==> config.mk <==
export PLATFORM = sky130hd
export DESIGN_NAME = ps2_key_event_decoder
export DESIGN_NICKNAME = d
export VERILOG_FILES = /design/src/rtl/ps2_key_event_decoder.sv
export SDC_FILE = /design/constraint.sdc
export NUM_CORES = 1
export LEC_CHECK = 0
export CAP_MARGIN = 20
export CORE_ASPECT_RATIO = 2
export CORE_MARGIN = 4
export CORE_UTILIZATION = 34
export CTS_BUF_LIST = sky130_fd_sc_hd__clkbuf_2
export DETAILED_ROUTE_END_ITERATION = 10
export PLACE_DENSITY_LB_ADDON = 0.12
export REMOVE_ABC_BUFFERS = 1
export SYNTH_ARGS = -nofsm -noshare
export SYNTH_HDL_FRONTEND = slang
export SYNTH_SLANG_ARGS = --single-unit
==> constraint.sdc <==
create_clock -name w_Clk -period 4.34 [get_ports w_Clk]
set_input_delay 0.651 -clock w_Clk [delete_from_list [all_inputs] [get_ports w_Clk]]
set_output_delay 0.651 -clock w_Clk [all_outputs]
set_load 0.01 [all_outputs]
==> src/rtl/ps2_key_event_decoder.sv <==
// PS/2 keyboard receiver: conditions the raw link, deframes 11-bit frames and
// turns scan-code set 2 bytes into {press, keycode} key events.
// Ports: w_Clk, w_Reset (async, active-high), w_Ps2Clk/w_Ps2Data (raw lines),
//        o_KeyEvent (held event byte), o_KeyValid / o_FrameError (strobes).
module ps2_key_event_decoder #(
  parameter int FILTER_LEN     = 8,
  parameter int TIMEOUT_CYCLES = 10000
) (
  input  logic       w_Clk,
  input  logic       w_Reset,
  input  logic       w_Ps2Clk,
  input  logic       w_Ps2Data,
  output logic [7:0] o_KeyEvent,
  output logic       o_KeyValid,
  output logic       o_FrameError
);

  localparam int FW = $clog2(FILTER_LEN + 1);
  localparam int TW = $clog2(TIMEOUT_CYCLES + 1);
  localparam logic [FW-1:0] F_LAST = FW'(FILTER_LEN - 1);
  localparam logic [TW-1:0] T_LAST = TW'(TIMEOUT_CYCLES - 1);

  typedef enum logic [2:0] {
    IDLE,
    BREAK,
    EXT,
    EXT_BREAK,
    SKIP
  } state_t;

  // synchronizers; idle-high so reset never fakes an edge
  logic clk_s1, clk_s2, dat_s1, dat_s2;

  always_ff @(posedge w_Clk or posedge w_Reset) begin
    if (w_Reset) begin
      clk_s1 <= 1'b1;
      clk_s2 <= 1'b1;
      dat_s1 <= 1'b1;
      dat_s2 <= 1'b1;
    end else begin
      clk_s1 <= w_Ps2Clk;
      clk_s2 <= clk_s1;
      dat_s1 <= w_Ps2Data;
      dat_s2 <= dat_s1;
    end
  end

  // clock filter: level flips after FILTER_LEN differing samples in a row
  logic          filt;
  logic [FW-1:0] fcnt;
  logic          stb;

  always_ff @(posedge w_Clk or posedge w_Reset) begin
    if (w_Reset) begin
      filt <= 1'b1;
      fcnt <= '0;
      stb  <= 1'b0;
    end else begin
      stb <= 1'b0;
      if (clk_s2 == filt) begin
        fcnt <= '0;
      end else if (fcnt == F_LAST) begin
        fcnt <= '0;
        filt <= clk_s2;
        stb  <= ~clk_s2;
      end else begin
        fcnt <= fcnt + 1'b1;
      end
    end
  end

  // deframer + timeout; s1_* is the registered frame check
  logic [3:0]    bitcnt;
  logic [9:0]    sh;
  logic [TW-1:0] tcnt;
  logic          s1_vld, s1_err;
  logic [7:0]    s1_byte;
  logic          ok;

  // sh[0]=start, sh[8:1]=data, sh[9]=parity; stop is the current sample
  assign ok = ~sh[0] & dat_s2 & (^sh[9:1]);

  always_ff @(posedge w_Clk or posedge w_Reset) begin
    if (w_Reset) begin
      bitcnt  <= '0;
      sh      <= '0;
      tcnt    <= '0;
      s1_vld  <= 1'b0;
      s1_err  <= 1'b0;
      s1_byte <= '0;
    end else begin
      s1_vld <= 1'b0;
      s1_err <= 1'b0;
      if (stb) begin
        tcnt <= '0;
        if (bitcnt == 4'd10) begin
          bitcnt  <= '0;
          s1_vld  <= ok;
          s1_err  <= ~ok;
          s1_byte <= sh[8:1];
        end else begin
          sh     <= {dat_s2, sh[9:1]};
          bitcnt <= bitcnt + 4'd1;
        end
      end else if (bitcnt != 4'd0) begin
        if (tcnt == T_LAST) begin
          tcnt   <= '0;
          bitcnt <= '0;
          s1_err <= 1'b1;
        end else begin
          tcnt <= tcnt + 1'b1;
        end
      end else begin
        tcnt <= '0;
      end
    end
  end

  // shift keys swap places so left/right shift land on 0x70/0x71
  function automatic logic [6:0] map_key(input logic [7:0] b);
    case (b)
      8'h12:   map_key = 7'h70;
      8'h59:   map_key = 7'h71;
      8'h70:   map_key = 7'h12;
      8'h71:   map_key = 7'h59;
      default: map_key = b[6:0];
    endcase
  endfunction

  state_t     state, state_n;
  logic [2:0] skip, skip_n;
  logic       emit;
  logic [7:0] ev;
  logic       is_key;

  assign is_key = ~s1_byte[7] & (s1_byte != 8'h00);

  always_ff @(posedge w_Clk or posedge w_Reset) begin
    if (w_Reset) begin
      state        <= IDLE;
      skip         <= '0;
      o_KeyEvent   <= 8'h00;
      o_KeyValid   <= 1'b0;
      o_FrameError <= 1'b0;
    end else begin
      state        <= state_n;
      skip         <= skip_n;
      o_KeyValid   <= emit;
      o_FrameError <= s1_err;
      if (emit) o_KeyEvent <= ev;
    end
  end

  always_comb begin
    state_n = state;
    skip_n  = skip;
    emit    = 1'b0;
    ev      = 8'h00;
    if (s1_err) begin
      state_n = IDLE;
      skip_n  = '0;
    end else if (s1_vld) begin
      case (state)
        IDLE: begin
          unique case (1'b1)
            s1_byte == 8'hF0: state_n = BREAK;
            s1_byte == 8'hE0: state_n = EXT;
            s1_byte == 8'hE1: begin
              state_n = SKIP;
              skip_n  = 3'd7;
            end
            is_key: begin
              emit = 1'b1;
              ev   = {1'b1, map_key(s1_byte)};
            end
            default: state_n = IDLE;
          endcase
        end
        BREAK: begin
          state_n = IDLE;
          if (is_key) begin
            emit = 1'b1;
            ev   = {1'b0, map_key(s1_byte)};
          end
        end
        EXT: begin
          state_n = (s1_byte == 8'hF0) ? EXT_BREAK : IDLE;
        end
        EXT_BREAK: state_n = IDLE;
        SKIP: begin
          skip_n = skip - 3'd1;
          if (skip == 3'd1) state_n = IDLE;
        end
        default: state_n = IDLE;
      endcase
    end
  end

endmodule
# == Word level (Yosys, flattened, before mapping) ==
# Cells that the tools add are included.
# word_totals
regBits,64
in_bits,4
elab_cells,101
# classes
n_addsub,4
n_eq_ne,18
muxes,37
bitwise,9
reduce_logical,15
# op_table
op,count
two-way mux 14 bit,3
one-hot mux 7 bit (4 select lines),1
"== test 8 x 7 -> 1 bit, second input constant",3
"== test 8 bit, second input constant",3
two-way mux 4 bit,6
two-way mux 8 bit,3
two-way mux 3 bit,6
one-hot mux 8 bit (2 select lines),1
"adder 14 x 1 -> 14 bit, second input constant",1
"== test 14 bit, second input constant",1
two-way mux 1 bit,12
one-hot mux 3 bit (4 select lines),1
"inequality test 3 bit, second input constant",3
one-hot mux 3 bit (3 select lines),1
XOR reduction 9 bit,1
"adder 4 x 1 -> 4 bit, second input constant",2
"== test 8 x 5 -> 1 bit, second input constant",1
AND reduction 2 bit,4
nonzero test 8 bit,1
two-way mux 7 bit,1
"== test 3 x 1 -> 1 bit, second input constant",2
NOT 1 bit,6
one-hot mux 3 bit (2 select lines),1
AND reduction 3 bit,2
other kinds (13),17

# == Logic depth before layout (Yosys ltp) ==
# logic_depth
word_depth,6
depth_mapped,8
depth_no_buf,7

# == Worst setup path after synthesis ==
# OpenSTA, ideal clock, no wires.
# synth_path
kind,register to register
from,register s1_byte[0]
to,register o_KeyEvent[7]
t_arrival_ps,1586
required_time_ps,4215
setup_slack_ps,2629
stages_incl_launch_ff,8
synth_period_minus_slack_ps,1711
cell_sequence,dfrtp_1 buf_6 nor4_4 a21oi_2 and4b_1 buf_6 buf_8 mux2_4
# synth_between
elab_chain_len,6
word_cells_on_any_way,10
classes_between,mux (8); bitwise (1); reduce/logical (1)
# synth_lines
item,line,rtl
"start, declared",77,logic [7:0] s1_byte;
"start signal, assigned",100,s1_byte <= sh[8:1];
nonzero test 8 bit,136,assign is_key = ~s1_byte[7] & (s1_byte != 8'h00);
AND 1 bit,136,
two-way mux 1 bit,"165, 181",
two-way mux 1 bit,--,
two-way mux 1 bit,162,end else if (s1_vld) begin
two-way mux 1 bit,159,if (s1_err) begin
via emit,132,logic emit;
"end signal, assigned",150,if (emit) o_KeyEvent <= ev;
"end, declared",13,"output logic [7:0] o_KeyEvent,"
# The timed path passes the listed nets, and every way through them passes these cells.
# A chain may end at the register's enable or synchronous reset.

# == Worst setup path after layout ==
# layout_path
from,register o_KeyEvent[2]
to,output port o_KeyEvent[2]
# No word-level cell between the ends.

==> flow_summary.ini <==
[clocking]
clk_latency_ns = 0.49
cts.repair.resized = 0
hold_buffers = 0
cts_setup_buffers = 0
clock_path_buffers = 2
cts_max_level = 3
cts_buffers = 9
cts-root-buf = clkbuf_2
clkSinkCount = 64
clk_pin_slew_ns = 0.19
cts_tree = yes

[sta]
rsz0062_at_grt = no
finalSetupViolations = 0
timing_worst_slew_pin_value_ns = 0.972
fin_crit_ns = 2.08
finalCritPeriodShare = 0.479
finClkSkew_ns = 0.0247
report.final.slew_viol_count = 0
fin_tns_setup_ns = 0
fmax_ghz = 0.481
slew_headroom = 0.352
final_hold_viol_count = 0

[power]
cellLeakagePower_nw = 1.46
powerDensity_nw_per_um2 = 327
ir_drop_mv = 0.196

[global_routing]
track_usage = 0.125
grt_pass1_wl_um = 9630
antenna_found_initial = 1
grt_pass1_vias = 2083
grt_max_degree = 47
grt-ovfl-total = 0

[routing]
wirelength_um = 5590
drt-vias-per-instance = 5.01
first_iter_violations = 41
wl_per_cell_um = 14.9
drc_errors = 0
ant_nets = 0
firstDrtPassIters = 4
vias = 1879

[setup_path]
worst-path-stages = 1
path_class = flop to primary output
critPathBufInv = 1
regToRegStartpoint = sh[3]$_DFFE_PP0P_
rr_worst_depth = 5
crit_start = o_KeyEvent[2]$_DFFE_PP0P_
end_kind = primary output
crit_slowest_cell = clkdlybuf4s50_1
path_max_fanout = 2
crit_required_ns = 3.69
crit_path_start_kind = flop
cp_slowest_stage_delay_ns = 0.55
cpLargestDelayFamily = buffers and inverters
worstPathCellList = clkdlybuf4s50_1
cp.arrival_ns = 1.43
rrSetupSlack_ns = 2.50
reg2reg_to = s1_err$_DFF_PP0_
crit_end = o_KeyEvent[2]

[cells_and_area]
mostFrequentLayoutCells = 59 x dfrtp_1, 30 x nor2_1, 22 x mux2_2
area_growth_pct = 11.5
drive_gt1_frac = 0.204
final_util = 0.388
fin_nets = 280
final_common_cell = dfrtp_1
design_area_um2 = 3330

[floorplanning]
pin_count = 14
dieArea_um2 = 10400
initial_utilization = 0.348
die_y_um = 141
coreArea_um2 = 8590
num_rows = 48
fp.dieW_um = 74.3

[place]
dp_hpwl_um = 4060
io_buffer_count = 13
place_congestion = 0.735
placed_area_um2 = 3190

[synthesis]
netlist_instances = 250
synthArstFlopShare = 1.00
synth-seq-cells = 64
synth_cell_types = 49
synthesis.area_um2 = 2990
synth_flop_cell = dfrtp_1
synth_area_per_cell_um2 = 11.9
yosys_warnings = 0
synth_edf_count = 0
yosysSeqAreaShare = 0.539

[status]
status = finished clean

[hold_path]
min_path_type = flop to flop

[run]
maxCapViolCount = 0
## flip-flops by register name, summed over array words and instances (netlist names), 3 cells and up
name / cells
tcnt: 14
o_KeyEvent: 8
s1_byte: 8
skip: 3
bitcnt: 4
fcnt: 4
sh: 10
state: 3
## how the worst min path moves through the flow
| stage | start | end | depth (start not counted) |
|---|---|---|---|
| floorplan | clk_s1$_DFF_PP1_ | clk_s2$_DFF_PP1_ | 0 |
| global placement | clk_s1$_DFF_PP1_ | clk_s2$_DFF_PP1_ | 0 |
| detailed placement | clk_s1$_DFF_PP1_ | clk_s2$_DFF_PP1_ | 0 |
| CTS | clk_s1$_DFF_PP1_ | clk_s2$_DFF_PP1_ | 0 |
| global route | clk_s1$_DFF_PP1_ | clk_s2$_DFF_PP1_ | 0 |
| finish | dat_s1$_DFF_PP1_ | dat_s2$_DFF_PP1_ | 0 |
## Yosys cell counts (2+ instances only)
library cell / count / share of area
xnor2_1: 13 / 0.038
dfstp_2: 5 / 0.044
a21oi_1: 7 / 0.012
ha_1: 7 / 0.029
a31oi_1: 3 / 0.0063
nor2b_1: 4 / 0.0084
nand3_1: 6 / 0.010
nand4b_1: 3 / 0.0088
o21ai_0: 5 / 0.0084
nand2_1: 14 / 0.018
nand4_1: 5 / 0.010
a21oi_2: 2 / 0.0059
inv_1: 9 / 0.011
buf_6: 3 / 0.011
nor4_4: 2 / 0.014
nor4b_1: 2 / 0.0059
nor4_1: 2 / 0.0042
nor2_1: 30 / 0.038
dfrtp_1: 59 / 0.49
xor2_1: 8 / 0.023
and2_1: 2 / 0.0042
nor3b_1: 4 / 0.010
mux2_2: 22 / 0.083
and4b_1: 2 / 0.0067
nand3b_1: 2 / 0.0050
nor3_1: 5 / 0.0084
a211oi_1: 2 / 0.0050
## cell families (layout without fill, tap and decap cells)
family | count (synthesis) | after routing | synth area share
and+or+nand+nor | 93 | 93 | 0.185
adders and majority gates | 7 | 7 | 0.0293
other | 0 | 1 | 0
AOI/OAI and AO/OA | 25 | 25 | 0.0566
muxes | 24 | 24 | 0.0914
DFF | 64 | 64 | 0.539
xor gates and xnor gates | 22 | 22 | 0.0692
buffers and inverters | 15 | 39 | 0.0302
## cell type report
| cell class | instances | area [um2] |
|---|---|---|
| Antenna cell | 1 | 2.50 |
| Clock buffer | 10 | 50.0 |
| Clock inverter | 6 | 83.8 |
| Fill cell | 850 | 5260 |
| Inverter | 9 | 33.8 |
| Multi-Input combinational cell | 171 | 1290 |
| Sequential cell | 64 | 1610 |
| Tap cell | 100 | 125 |
| Timing Repair Buffer | 14 | 138 |
## layer usage
metal / vias to the layer above / track usage / part of all wire
met5: - / 0 / 0
met4: 0 / 0.0732 / 0.021
met3: 9 / 0.0445 / 0.023
met2: 20 / 0.224 / 0.60
met1: 924 / 0.116 / 0.36
li1: 926 / - / -
## power breakdown
group	internal (mW)	switching, mW	leakage [nW]
Sequential	0.619	0.0126	0.875
Combinational	0.0232	0.0278	0.508
Clock	0.190	0.216	0.0756
## through the flow
stage	power (mW)	worst slack [ns]	hold WS [ns]	std cells
finish	1.09	2.26	0.368	375
global route	1.15	2.11	0.376	375
CTS	1.12	2.16	0.371	374
detailed placement	0.695	2.21	0.348	358
global placement	0.695	2.19	0.347	358
floorplan	0.680	2.10	0.345	244
No activity file was read; power rests on OpenSTA's default activity.
